$ cat src/rtl/fft_input_loader_if.sv
// Sample stream, FFT working-memory write port and FFT core handshake for the input loader.
// The master side feeds samples and reports FFT completion; the slave side is the loader.
interface fft_input_loader_if #(
  parameter int DATA_W = 32,
  parameter int N_LOG2 = 5
);
  logic                  s_valid;
  logic                  s_ready;
  logic [2*DATA_W-1:0]   s_data;
  logic                  s_last;
  logic                  mem_we;
  logic [N_LOG2-1:0]     mem_addr;
  logic [2*DATA_W-1:0]   mem_din;
  logic                  start_fft;
  logic                  fft_done;
  logic                  busy;
  logic                  frame_err;

  modport master (
    output s_valid, s_data, s_last, fft_done,
    input  s_ready, mem_we, mem_addr, mem_din, start_fft, busy, frame_err
  );

  modport slave (
    input  s_valid, s_data, s_last, fft_done,
    output s_ready, mem_we, mem_addr, mem_din, start_fft, busy, frame_err
  );
endinterface

$ cat src/rtl/fft_input_loader.sv
// Loads one frame of 2^N_LOG2 complex samples into FFT memory in bit-reversed order,
// then launches the FFT core and waits for it to finish before accepting the next frame.
//
// state | meaning
// LOAD  | accepting samples, writing each one a cycle later
// FLUSH | last sample's write in flight
// START | one-cycle start_fft pulse
// WAIT  | waiting for fft_done
module fft_input_loader #(
  parameter int DATA_W = 32,
  parameter int N_LOG2 = 5
) (
  input logic                clk,
  input logic                rst_n,
  fft_input_loader_if.slave  bus
);

  typedef enum logic [1:0] {LOAD, FLUSH, START, WAIT} state_t;

  localparam logic [N_LOG2-1:0] K_MAX = '1;
  localparam logic [N_LOG2-1:0] K_ONE = N_LOG2'(1);

  state_t            state;
  state_t            state_nxt;
  logic [N_LOG2-1:0] k;
  logic              xfer;
  logic              k_is_max;

  function automatic logic [N_LOG2-1:0] bitrev(input logic [N_LOG2-1:0] v);
    logic [N_LOG2-1:0] r;
    for (int i = 0; i < N_LOG2; i++) r[i] = v[N_LOG2-1-i];
    return r;
  endfunction

  assign bus.s_ready   = rst_n && (state == LOAD);
  assign bus.busy      = (state != LOAD);
  assign bus.start_fft = (state == START);

  assign xfer     = bus.s_valid && bus.s_ready;
  assign k_is_max = (k == K_MAX);

  always_ff @(posedge clk) begin
    if (!rst_n) state <= LOAD;
    else        state <= state_nxt;
  end

  always_comb begin
    state_nxt = state;
    unique case (state)
      LOAD:    if (xfer && k_is_max) state_nxt = FLUSH;
      FLUSH:   state_nxt = START;
      START:   state_nxt = WAIT;
      WAIT:    if (bus.fft_done) state_nxt = LOAD;
      default: state_nxt = LOAD;
    endcase
  end

  // A full frame wraps k back to 0 naturally; an early s_last drops the partial frame.
  always_ff @(posedge clk) begin
    if (!rst_n) begin
      k <= '0;
    end else if (state == WAIT && bus.fft_done) begin
      k <= '0;
    end else if (xfer) begin
      if (bus.s_last && !k_is_max) k <= '0;
      else                         k <= k + K_ONE;
    end
  end

  always_ff @(posedge clk) begin
    if (!rst_n) begin
      bus.mem_we    <= 1'b0;
      bus.mem_addr  <= '0;
      bus.mem_din   <= '0;
      bus.frame_err <= 1'b0;
    end else begin
      bus.mem_we    <= xfer;
      bus.frame_err <= xfer && (bus.s_last != k_is_max);
      if (xfer) begin
        bus.mem_addr <= bitrev(k);
        bus.mem_din  <= bus.s_data;
      end
    end
  end

endmodule
$ cat src/flat_wrapper.sv
// flat-port wrapper written by rule: the top's interface ports become plain ports
module fft_input_loader_flat 
#(
  parameter int DATA_W = 32,
  parameter int N_LOG2 = 5
)
  (clk, rst_n, bus_s_valid, bus_s_data, bus_s_last, bus_fft_done, bus_s_ready, bus_mem_we, bus_mem_addr, bus_mem_din, bus_start_fft, bus_busy, bus_frame_err);
  fft_input_loader_if #(.DATA_W(DATA_W), .N_LOG2(N_LOG2)) bus_i ();
  input logic clk;
  input logic rst_n;
  input wire logic [$bits(bus_i.s_valid)-1:0] bus_s_valid;
  input wire logic [$bits(bus_i.s_data)-1:0] bus_s_data;
  input wire logic [$bits(bus_i.s_last)-1:0] bus_s_last;
  input wire logic [$bits(bus_i.fft_done)-1:0] bus_fft_done;
  output wire logic [$bits(bus_i.s_ready)-1:0] bus_s_ready;
  output wire logic [$bits(bus_i.mem_we)-1:0] bus_mem_we;
  output wire logic [$bits(bus_i.mem_addr)-1:0] bus_mem_addr;
  output wire logic [$bits(bus_i.mem_din)-1:0] bus_mem_din;
  output wire logic [$bits(bus_i.start_fft)-1:0] bus_start_fft;
  output wire logic [$bits(bus_i.busy)-1:0] bus_busy;
  output wire logic [$bits(bus_i.frame_err)-1:0] bus_frame_err;
  assign bus_i.s_valid = bus_s_valid;
  assign bus_i.s_data = bus_s_data;
  assign bus_i.s_last = bus_s_last;
  assign bus_i.fft_done = bus_fft_done;
  assign bus_s_ready = bus_i.s_ready;
  assign bus_mem_we = bus_i.mem_we;
  assign bus_mem_addr = bus_i.mem_addr;
  assign bus_mem_din = bus_i.mem_din;
  assign bus_start_fft = bus_i.start_fft;
  assign bus_busy = bus_i.busy;
  assign bus_frame_err = bus_i.frame_err;
  fft_input_loader #(.DATA_W(DATA_W), .N_LOG2(N_LOG2)) u_core (.clk(clk), .rst_n(rst_n), .bus(bus_i));
endmodule
$ cat config.mk
export PLATFORM = sky130hd
export DESIGN_NAME = fft_input_loader_flat
export DESIGN_NICKNAME = d
export VERILOG_FILES = /design/src/rtl/fft_input_loader_if.sv /design/src/rtl/fft_input_loader.sv /design/src/flat_wrapper.sv
export SDC_FILE = /design/constraint.sdc
export NUM_CORES = 1
export LEC_CHECK = 0
export CAP_MARGIN = 10
export CORE_MARGIN = 2
export CORE_UTILIZATION = 40
export CTS_CLUSTER_SIZE = 8
export DETAILED_ROUTE_END_ITERATION = 16
export PLACE_DENSITY = 0.86
export SYNTH_ARGS = -nofsm -noshare
export SYNTH_HDL_FRONTEND = slang
export SYNTH_SLANG_ARGS = --single-unit
$ cat constraint.sdc
create_clock -name clk -period 2 [get_ports clk]
set_input_delay 0.4 -clock clk [delete_from_list [all_inputs] [get_ports clk]]
set_output_delay 0.4 -clock clk [all_outputs]
set_load 0.03 [all_outputs]
# Yosys cells after proc, flatten, opt, wreduce, memory -nomap -nowiden
# Index checks and enable logic that the tools add are counted.
[op_classes] n_addsub=1 div_mod_pow=0 n_mux=4 n_lt_le_gt_ge=0 eq_ne=7 n_shift=0 reduce_logical=11 bitwise=1 n_mul=0
[op_table] operator="case mux 2 bit (4 select lines)" n=1
[op_table] operator="logical AND 1 bit" n=6
[op_table] operator="adder 5 x 1 -> 5 bit (second input constant)" n=1
[op_table] operator="equality test 5 bit (second input constant)" n=1
[op_table] operator="2-to-1 mux 5 bit" n=1
[op_table] operator="equality test 2 bit (second input constant)" n=2
[op_table] operator="2-to-1 mux 2 bit" n=2
[op_table] operator="!= test 2 bit (second input constant)" n=2
[op_table] operator="equality test 2 x 1 -> 1 bit (second input constant)" n=1
[op_table] operator="zero test 2 bit" n=1
[op_table] operator="AND reduction 2 bit" n=1
[op_table] operator="nonzero test 2 bit" n=1
[op_table] operator="OR reduction 2 bit" n=1
[op_table] operator="zero test 1 bit" n=1
[op_table] operator="!= test 1 bit" n=1
[op_table] operator="NOT 1 bit" n=1
[word_totals] latch_bits=0 output_inout_bits=74 mem_bits_rw=0 elab_cells=30 mem_count=0 input_bits=69 romBits=0 ff_bits=78

# Depth between registers and ports, before layout
# Gate-level depths: netlist of run 1.
[logic_depth] ltp_word=6 mapped_depth=8 depth_no_buf=8

# Worst setup path before layout of run 1
# OpenSTA, ideal clock, no wires.
[synth_timing] path_kind="register -> register" start="register u_core.k[0]" end="register u_core.k[3]" n_path_buf=0 stages_incl_launch_ff=8 path_slack_ns=0.210 required_ns=1.930 setup_ns=0.070 synth_period_minus_slack_ns=1.790 t_arrival_ns=1.720 path_cell_list="dfxtp_1 > ha_1 > and3_1 > ha_1 > inv_1 > ha_1 > or4_1 > a21oi_1"
[synth_via] elab_chain_cells=4 elab_cells_between_ends=5 cone_classes="add/sub: 1; eq/ne: 1; mux: 1; reduce/logical: 2"
[synth_rtl] element="from (decl)" line="fft_input_loader.sv:25" source="logic [N_LOG2-1:0] k;"
[synth_rtl] element="from (signal assigned)" line="fft_input_loader.sv:66" source="else k <= k + K_ONE;"
[synth_rtl] element="parallel branches: the longest is 3 deep, another holds adder 5 x 1 -> 5 bit"
[synth_rtl] element="2-to-1 mux 5 bit *" line="fft_input_loader.sv:65" source="if (bus.s_last && !k_is_max) k <= '0;"
# Mark *: on every way between the ends.
# A chain may end at the register's enable or synchronous reset.

# Worst setup path in the final report of run 1
[layout_timing] start="register u_core.state[0]" end="output bus_busy"
[layout_via] elab_chain_cells=1
[layout_rtl] element="from (decl)" line="fft_input_loader.sv:23" source="state_t state;"
[layout_rtl] element="from (signal assigned)" line="fft_input_loader.sv:44" source="else state <= state_nxt;"
[layout_rtl] element="nonzero test 2 bit" line="fft_input_loader.sv:36" source="assign bus.busy = (state != LOAD);"
[layout_rtl] element="to (decl)" line="flat_wrapper.sv:20" source="output wire logic [$bits(bus_i.busy)-1:0] bus_busy;"
# No other way between the ends.

==> run metrics, run 1 <==
status completed; placed wire-length estimate 5.448 mm; fillcell total 588; post-DR wirelength/cell 12.86 µm; maxcap violations 0; initial DRC count 119; WHS Endpoint u_core.bus.mem_din[15]; Placement Cell Area 0.004339 mm²; Routed WL 7.612 mm; root buffer cell clkbuf_8; Critical Path Source u_core.state[0]; WP data required 1600 ps; yosys warns 0; Primary FF master, synth dfxtp_1; worst skew pair latency 330 ps; worst-path fanout max 4; clk buf depth 2; remaining antenna violation count 0; class of the worst hold path reg -> reg; share of layout cells above drive strength 1 0.05847; CP Launch Type register; most frequent CP cell inv_1; Synth cell types 24; Netlist Area Pre-Place 0.002824 mm²; post-synthesis cell count 354; drt first pass iters 4; CTS H-tree depth 3; r2r startpoint u_core.k[0]; leakage 2.037 nW; area leader, netlist dfxtp_1; Site Rows 30; EDFF count, synth 0; Die Y 88.03 µm; via count 2766; Slew headroom 0.6154; IR drop worst, VDD 0.5784 mV; pin count of the biggest net entering global routing 57; global placer's final weighted congestion 0.8267; Worst setup EP type primary output; worst reg2reg path depth 7; first-pass GRT wire length 12.15 mm; Top Ports 143; P per Cell Area 833.3 mW/mm²; total track usage 0.1997; Tightest Pin Transition 576.9 ps; HP Start u_core.bus.mem_din[15]; final worst path period need 1905 ps; DIE WIDTH 88.03 µm; cts bufs inserted 9; Clock Sinks 78; slowest stage cell, crit path dfxtp_1; core box area 0.006832 mm²; drt drc 0; die area 0.007748 mm²; CTS tree yes; # setup viols final 0; asr flop ratio synth 0; worst hold stages 2; crit-path max cell delay 380 ps; period utilization 0.9523; CP cell instances inv_1, ha_1, inv_1, clkdlybuf4s15_1; routed vias/inst 4.672; # diodes 0; Yosys reg bits 78; synth top area cells dfxtp_1, nand2_1, nand3_1; Layout Skew 6.149 ps; Max Clk Rate 525.1 MHz; reg-to-reg setup timing slack 100 ps; initial antenna violation count 0; RR Endpoint u_core.k[2]; Pwr Total 3.827 mW; hold buffer count at cts 0; Hold Fails Final Rpt 0; post-CTS setup buffers 0; Syn Area/Cell 7.977 µm²; pins over their slew limit 0; post-synthesis net count 430; Remaining Overflow, GRT 0; starting density of the core 0.4134; Top delay family on crit path buffers and inverters; crit path kind reg -> out; CP bufs+invs 3; area delta synth->final 62.65%; post-synth top area share 0.5529; Seq/Total Area, Yosys 0.5529; Total Nets Final 567; PortBufs 142; WP data arrival 1500 ps; Worst-path clk slew 80 ps; fin area 0.004593 mm²; vias in the first global route 2762
registers in the layout, summed over array words and instances (netlist names):
signal                flops
u_core.bus.mem_addr       5
u_core.bus.mem_din       64
u_core.bus.frame_err      1
u_core.k                  5
u_core.state              2
u_core.bus.mem_we         1
synthesized netlist by cell type, drive strengths merged (2+ instances only):
cell and number:
mux2i 2, nor2 2, clkbuf 13, dfxtp 78, nand3b 2, nand3 71, ha 7, buf 11
nand2 146, o21ai 3, a21oi 6, inv 5
cell type report:
| class | count | area, µm² | area share |
|---|---|---|---|
| Clock buffer | 13 | 158.9 | 0.03460 |
| Sequential cell | 78 | 1563 | 0.3402 |
| Clock inverter | 3 | 90.09 | 0.01961 |
| Tap cell | 96 | 120.1 | 0.02615 |
| Timing Repair Buffer | 150 | 1498 | 0.3261 |
| Inverter | 5 | 18.77 | 0.004086 |
| Multi-Input combinational cell | 247 | 1145 | 0.2493 |
how the worst max path moves through the flow:
stage                              to  slack [ps]  depth (start not counted)
after floorplan           u_core.k[3]         210                          7
after global placement    u_core.k[3]         130                          7
after detailed placement  u_core.k[2]          60                          7
after CTS                 u_core.k[2]          30                          7
after global routing      u_core.k[3]         -20                          7
final                        bus_busy         100                          4
routing by layer:
layer	GRT usage	vias to the layer above	wire length, µm
met3	0.06692	14	545
li1	-	1409	-
met1	0.2199	1259	3061
met2	0.3478	84	3877
met5	0	-	0
met4	0.09229	0	127
metrics by stage:
stage	setup TNS [ps]	setup slack (ps)	hold slack, ps	cells	util
3_5_place_dp	0	55.48	444.1	576	0.6352
6_report	0	95.44	454.0	592	0.6723
5_1_grt	-27.63	-16.43	475.0	592	0.6723
2_1_floorplan	0	209.7	431.4	354	-
3_3_place_gp	0	126.6	439.9	576	0.6352
4_1_cts	0	29.54	456.0	592	0.6712
layout by cell type (no fill, tap or decap):
cell / netlist / final
clkdlybuf4s50_1: 0 / 138
buf_4: 1 / 7
nand3_1: 70 / 70
dfxtp_2: 0 / 1
clkbuf_1: 13 / 2
inv_2: 1 / 1
dlygate4sd2_1: 0 / 1
ha_2: 0 / 2
a21oi_1: 6 / 6
or4_1: 1 / 1
clkdlybuf4s15_1: 0 / 1
nor2_1: 2 / 2
nand2_1: 146 / 146
clkbuf_8: 0 / 11
buf_2: 8 / 1
ha_1: 7 / 5
buf_12: 0 / 2
mux2i_1: 2 / 2
and3_1: 1 / 1
nand3b_1: 2 / 2
dfxtp_1: 78 / 77
bufinv_16: 0 / 3
nand3_2: 1 / 1
or3_1: 1 / 1
o21ai_0: 3 / 3
and2_1: 1 / 1
or4b_1: 1 / 1
a31oi_1: 1 / 1
inv_1: 4 / 4
nor2b_1: 1 / 1
a21boi_0: 1 / 1
tightest hold or removal path, delay by kind of cell (launching register included):
family,cells,cell delay [ps]
DFF,1,310
and+or+nand+nor,2,100
where the power goes:
group | switching, mW | internal (mW) | leakage [nW]
combinational | 0.366 | 0.325 | 1.27
sequential | 0.0484 | 1.65 | 0.644
clock | 0.540 | 0.900 | 0.124
total | 0.955 | 2.87 | 2.04
cell families (layout without fill, tap and decap cells):
logic type	after synthesis	in the layout	synth area share
flip-flops	78	78	0.5529
adder cells (fa/ha/maj)	7	7	0.03101
multiplexers	2	2	0.007089
AND/OR/NAND/NOR	227	227	0.3447
buffers and inverters	29	171	0.04342
AO/OA/AOI/OAI	11	11	0.02083
repair_timing:
action	in CTS	in global routing
gates resized for setup	2	4
pin swaps	0	0
setup endpoints to repair	2	3
Note: power is estimated with default switching activity, not from simulation.
==> run 2: changes to the inputs <==
- CORE_MARGIN: 2 -> default
==> run metrics, run 2 (same netlist as run 1, synthesis figures left out) <==
Top delay family on crit path buffers and inverters (unchanged); CTS H-tree depth 3 (unchanged); FF/Latch Area 0.001562 mm² (was 0.001563 mm²); Max Clk Rate 528.4 MHz (was 525.1 MHz); Placement Cell Area 0.004357 mm² (was 0.004339 mm²); first-pass GRT wire length 12.49 mm (was 12.15 mm); pins over their slew limit 0 (unchanged); register name with the most flops u_core.bus.mem_din (unchanged); Worst setup EP type primary output (unchanged); max FFs per register 64 (unchanged); Routed WL 7.533 mm (was 7.612 mm); CP cell instances inv_1, ha_1, buf_4, and2_1, buf_4 (was inv_1, ha_1, inv_1, clkdlybuf4s15_1); remaining antenna violation count 0 (unchanged); GR peak layer met2 (unchanged); Site Rows 30 (unchanged); grt met2 use 0.3860 (was 0.3478); via count 2852 (was 2766); post-DR wirelength/cell 12.66 µm (was 12.86 µm); non-filler cells, final 595 (was 592); # setup viols final 0 (unchanged); fin area 0.004559 mm² (was 0.004593 mm²); final worst path period need 1892 ps (was 1905 ps); class of the worst hold path reg -> reg (unchanged); reg-to-reg setup timing slack 120 ps (was 100 ps); Worst-path clk slew 70 ps (was 80 ps); clk buf depth 2 (unchanged); Layout Skew 6.781 ps (was 6.149 ps); DIE WIDTH 86.03 µm (was 88.03 µm); starting density of the core 0.4157 (was 0.4134); leakage 2.044 nW (was 2.037 nW); fillcell total 589 (was 588); most frequent cells in the layout nand2_1, clkdlybuf4s50_1, dfxtp_1 (unchanged); status completed (unchanged); Total Nets Final 571 (was 567); Util after Layout 0.6711 (was 0.6723); vias in the first global route 2897 (was 2762); period utilization 0.9462 (was 0.9523); root buffer cell clkbuf_8 (unchanged); Placed Instances 580 (was 576); CP Launch Type register (unchanged); met3 usage 0.05775 (was 0.06692); Slew headroom 0.7376 (was 0.6154); crit path kind reg -> out (unchanged); area delta synth->final 61.45% (was 62.65%); CTS tree yes (unchanged); slowest stage cell, crit path dfxtp_1 (unchanged); placed wire-length estimate 5.482 mm (was 5.448 mm); post-CTS setup buffers 0 (unchanged); PortBufs 142 (unchanged); Hold Fails Final Rpt 0 (unchanged); global placer's final weighted congestion 0.7475 (was 0.8267); pre-CTS setup slack 82.94 ps (was 55.48 ps); routed vias/inst 4.793 (was 4.672); share of layout cells above drive strength 1 0.06212 (was 0.05847); worst skew pair latency 330 ps (about the same); Total Negative Setup Slacks 0 ps (unchanged); total track usage 0.2117 (was 0.1997); worst setup margin 107.6 ps (was 95.44 ps); most common library cell in the layout ignoring fill and taps nand2_1 (unchanged); CP bufs+invs 3 (unchanged); IR drop worst, VDD 0.6624 mV (was 0.5784 mV); most frequent CP cell buf_4 (was inv_1); Die Y 86.03 µm (was 88.03 µm); core box area 0.006794 mm² (was 0.006832 mm²); RSZ-0062 raised after global routing no; worst-path fanout max 3 (was 4); met1 usage 0.2323 (was 0.2199); WP data arrival 1490 ps (was 1500 ps); multi-input combinational cell area 0.001142 mm² (was 0.001145 mm²); die area 0.007400 mm² (was 0.007748 mm²); # diodes 0 (unchanged); maxcap violations 0 (unchanged); P per Cell Area 791.2 mW/mm² (was 833.3 mW/mm²); Remaining Overflow, GRT 0 (unchanged); Clock Sinks 78 (unchanged); Tightest Pin Transition 393.5 ps (was 576.9 ps); initial DRC count 150 (was 119); drt first pass iters 4 (unchanged); drt drc 0 (unchanged); cts bufs inserted 9 (unchanged); crit-path max cell delay 380 ps (about the same); initial antenna violation count 0 (unchanged); pin count of the biggest net entering global routing 39 (was 57); Top Registers u_core.bus.mem_din: 64 flops, u_core.bus.mem_addr: 5 flops, u_core.k: 5 flops (unchanged); Top Ports 143 (unchanged); WP data required 1600 ps (about the same)
-- run 2: cell count changes in the layout (fill, tap and decap cells not counted), sizes merged --
cell and change:
clkdlybuf4s15 -1, buf +4, clkbuf -3, bufinv -1, clkinv +3, dlygate4sd2 +1
-- run 2: per-layer routing --
| metal | share of wire | up-vias |
|---|---|---|
| li1 | - | 1419 |
| met2 | 0.51 | 93 |
| met5 | 0 | - |
| met4 | 0.015 | 0 |
| met3 | 0.066 | 11 |
| met1 | 0.41 | 1329 |
-- run 2: worst min-delay path, delay by kind of cell (launching register included) --
kind	cells	cell delay, ps
DFF	1	310
and+or+nand+nor	2	100
-- run 2: layout make-up --
type                    count  share of cell area
clock buffers              10             0.02799
clock inverters             5             0.01647
inverters                   5            0.004116
multi-input cells         247              0.2505
flip-flops and latches     78              0.3425
well taps                  96             0.02634
repair buffers            154              0.3321
-- run 2: power by group --
| group | internal, mW | switching, mW | total [mW] |
|---|---|---|---|
| clock network | 0.690 | 0.527 | 1.22 |
| logic | 0.326 | 0.367 | 0.693 |
| registers | 1.65 | 0.0480 | 1.70 |
| total | 2.66 | 0.942 | 3.61 |
-- run 2: what timing repair did --
item                                    4_1_cts  5_1_grt
resized for setup                             2        1
endpoints found under the setup margin        2        2
hold buffers                                  0        0
-- run 2: worst paths after layout --
kind,from,end,cells past startpoint
worst max-delay path,u_core.state[0],bus_s_ready,5
worst max register to register,u_core.k[0],u_core.k[2],7
worst min-delay path,u_core.bus.mem_addr[0],u_core.bus.mem_addr[0],2
worst min register to register,u_core.bus.mem_addr[0],u_core.bus.mem_addr[0],2
-- run 2: metrics by stage --
stage / hold WS, ps / power [mW]
final: 451.5 / 3.607
after global routing: 472.4 / 3.761
after CTS: 457.2 / 3.644
after detailed placement: 446.2 / 2.427
after global placement: 440.8 / 2.410
after floorplan: 431.4 / 2.059
==> run 3: changes to the inputs <==
- clock period: 2 -> 1.9 ns (I/O delays scaled with it)
==> run metrics, run 3 (same netlist as run 1, synthesis figures left out) <==
most common library cell in the layout ignoring fill and taps nand2_1 (unchanged); pins over their slew limit 0 (unchanged); DIE WIDTH 86.03 µm (unchanged); status completed (unchanged); via count 2815 (was 2852); Logic pwr share 0.185 (was 0.192); Clock Sinks 78 (unchanged); initial DRC count 122 (was 150); clk buf depth 2 (unchanged); HP Start rst_n (was u_core.bus.mem_addr[0]); Clock power frac 0.363 (was 0.337); # setup viols final 0 (unchanged); pin count of the biggest net entering global routing 57 (was 39); Tightest Pin Transition 568.9 ps (was 393.5 ps); slowest stage cell, crit path or4b_1 (was dfxtp_1); RSZ-0062 raised after global routing no (unchanged); Top Registers u_core.bus.mem_din: 64 flops, u_core.bus.mem_addr: 5 flops, u_core.k: 5 flops (unchanged); die area 0.007400 mm² (unchanged); Die Y 86.03 µm (unchanged); share of layout cells above drive strength 1 0.07200 (was 0.06212); Total Negative Setup Slacks 0 ps (unchanged); total track usage 0.2037 (was 0.2117); root buffer cell clkbuf_8 (unchanged); PortBufs 142 (unchanged); Slew headroom 0.6207 (was 0.7376); Psw 993.8 µW (was 942.5 µW); drt drc 0 (unchanged); WP data arrival 2080 ps (was 1490 ps); class of the worst hold path in -> reg (was reg -> reg); Hold Fails Final Rpt 0 (unchanged); post-CTS setup buffers 0 (unchanged); CP cell instances ha_2, and3_1, ha_1, inv_1, ha_2, or4b_1, a21oi_1 (was inv_1, ha_1, buf_4, and2_1, buf_4); maxcap violations 0 (unchanged); core box area 0.006794 mm² (unchanged); Layout Skew 8.863 ps (was 6.781 ps); r2r startpoint u_core.k[0] (unchanged); initial antenna violation count 0 (unchanged); Worst setup EP type register (was primary output); Worst-path clk slew 70 ps (about the same); cts bufs inserted 9 (unchanged); # diodes 0 (unchanged); first-pass GRT wire length 11.96 mm (was 12.49 mm); P per Cell Area 858.3 mW/mm² (was 791.2 mW/mm²); worst hold stages 3 (was 2); CTS H-tree depth 3 (unchanged); Util after Layout 0.6766 (was 0.6711); WP data required 2160 ps (was 1600 ps); Seq pwr share 0.452 (was 0.470); leakage 2.047 nW (was 2.044 nW); WHS Endpoint u_core.state[0] (was u_core.bus.mem_addr[0]); vias in the first global route 2778 (was 2897); final worst path period need 1820 ps; starting density of the core 0.4157 (unchanged); crit path kind reg -> reg (was reg -> out); drt first pass iters 5 (was 4); worst-path fanout max 7 (was 3); placed wire-length estimate 5.234 mm (was 5.482 mm); Remaining Overflow, GRT 0 (unchanged); IR drop worst, VDD 0.5722 mV (was 0.6624 mV); most frequent CP cell ha_2 (was buf_4); Max Clk Rate 549.5 MHz; crit-path max cell delay 510 ps (was 380 ps); Site Rows 30 (unchanged); hold buffer count at cts 0 (unchanged); Internal 2.952 mW (was 2.665 mW); sw frac 0.2519 (was 0.2613); area delta synth->final 62.78% (was 61.45%); most frequent cells in the layout nand2_1, clkdlybuf4s50_1, dfxtp_1 (unchanged); routed vias/inst 4.723 (was 4.793); Routed WL 7.348 mm (was 7.533 mm); max FFs per register 64 (unchanged); CP Launch Type register (unchanged); worst skew pair latency 340 ps (was 330 ps); Total Nets Final 571 (unchanged); Top Ports 143 (unchanged); RR Endpoint u_core.k[2] (unchanged); post-DR wirelength/cell 12.33 µm (was 12.66 µm); period utilization 0.9578; CTS tree yes (unchanged); reg-to-reg setup timing slack 80 ps (was 120 ps); global placer's final weighted congestion 0.7145 (was 0.7475); register name with the most flops u_core.bus.mem_din (unchanged); remaining antenna violation count 0 (unchanged); worst reg2reg path depth 7 (unchanged)
run 3: worst max path at each step:
stage | startpoint | to | slack (ps) | cells past startpoint
2_1_floorplan | u_core.k[0] | u_core.k[3] | 110 | 7
3_3_place_gp | u_core.k[0] | u_core.k[3] | 120 | 7
3_5_place_dp | u_core.k[0] | u_core.k[2] | 40 | 7
4_1_cts | u_core.state[1] | bus_s_ready | 20 | 5
5_1_grt | u_core.k[0] | u_core.k[2] | 4 | 7
6_report | u_core.k[0] | u_core.k[2] | 80 | 7
run 3: cell type report:
type | instances | area [µm²]
inverters | 5 | 18.77
multi-input cells | 247 | 1147
well taps | 96 | 120.1
clock inverters | 4 | 95.09
flip-flops and latches | 78 | 1567
repair buffers | 154 | 1514
fillers | 569 | 2197
clock buffers | 12 | 135.1
run 3: critical path: cells and delay by family, from the launching register on:
| family | cells | cell delay (ps) |
|---|---|---|
| and+or+nand+nor | 2 | 670 |
| adders and majority gates | 3 | 540 |
| buffers and inverters | 1 | 50 |
| AOI/OAI and AO/OA | 1 | 160 |
| DFF | 1 | 340 |
run 3: through the flow:
step | cell area (µm²) | std cells | setup slack [ps] | hold WS [ps] | power (mW)
2_1_floorplan | 2824 | 354 | 109.7 | 431.4 | 2.167
3_3_place_gp | 4357 | 580 | 124.4 | 440.6 | 2.536
3_5_place_dp | 4357 | 580 | 37.55 | 444.4 | 2.553
4_1_cts | 4584 | 596 | 17.48 | 365.7 | 3.990
5_1_grt | 4597 | 596 | 4.255 | 371.2 | 4.106
6_report | 4597 | 596 | 80.27 | 373.4 | 3.945
run 3: what timing repair did:
action	CTS	global route
gates resized for setup	2	7
cloned	0	0
pin swaps	0	0
endpoints found under the setup margin	2	4
run 3: per-layer routing:
layer	vias up	wire, µm	GRT usage
li1	1423	-	-
met1	1268	2970	0.2234
met2	111	3661	0.3615
met3	13	583	0.05775
met4	0	133	0.09697
met5	-	0	0
run 3: power groups by stage:
stage / clock, mW / combinational [mW] / sequential [mW]
finish: 1.43 / 0.728 / 1.78
detailed placement: 0 / 0.731 / 1.82
CTS: 1.47 / 0.734 / 1.78
global placement: 0 / 0.719 / 1.82
floorplan: 0 / 0.151 / 2.02
global route: 1.53 / 0.776 / 1.80
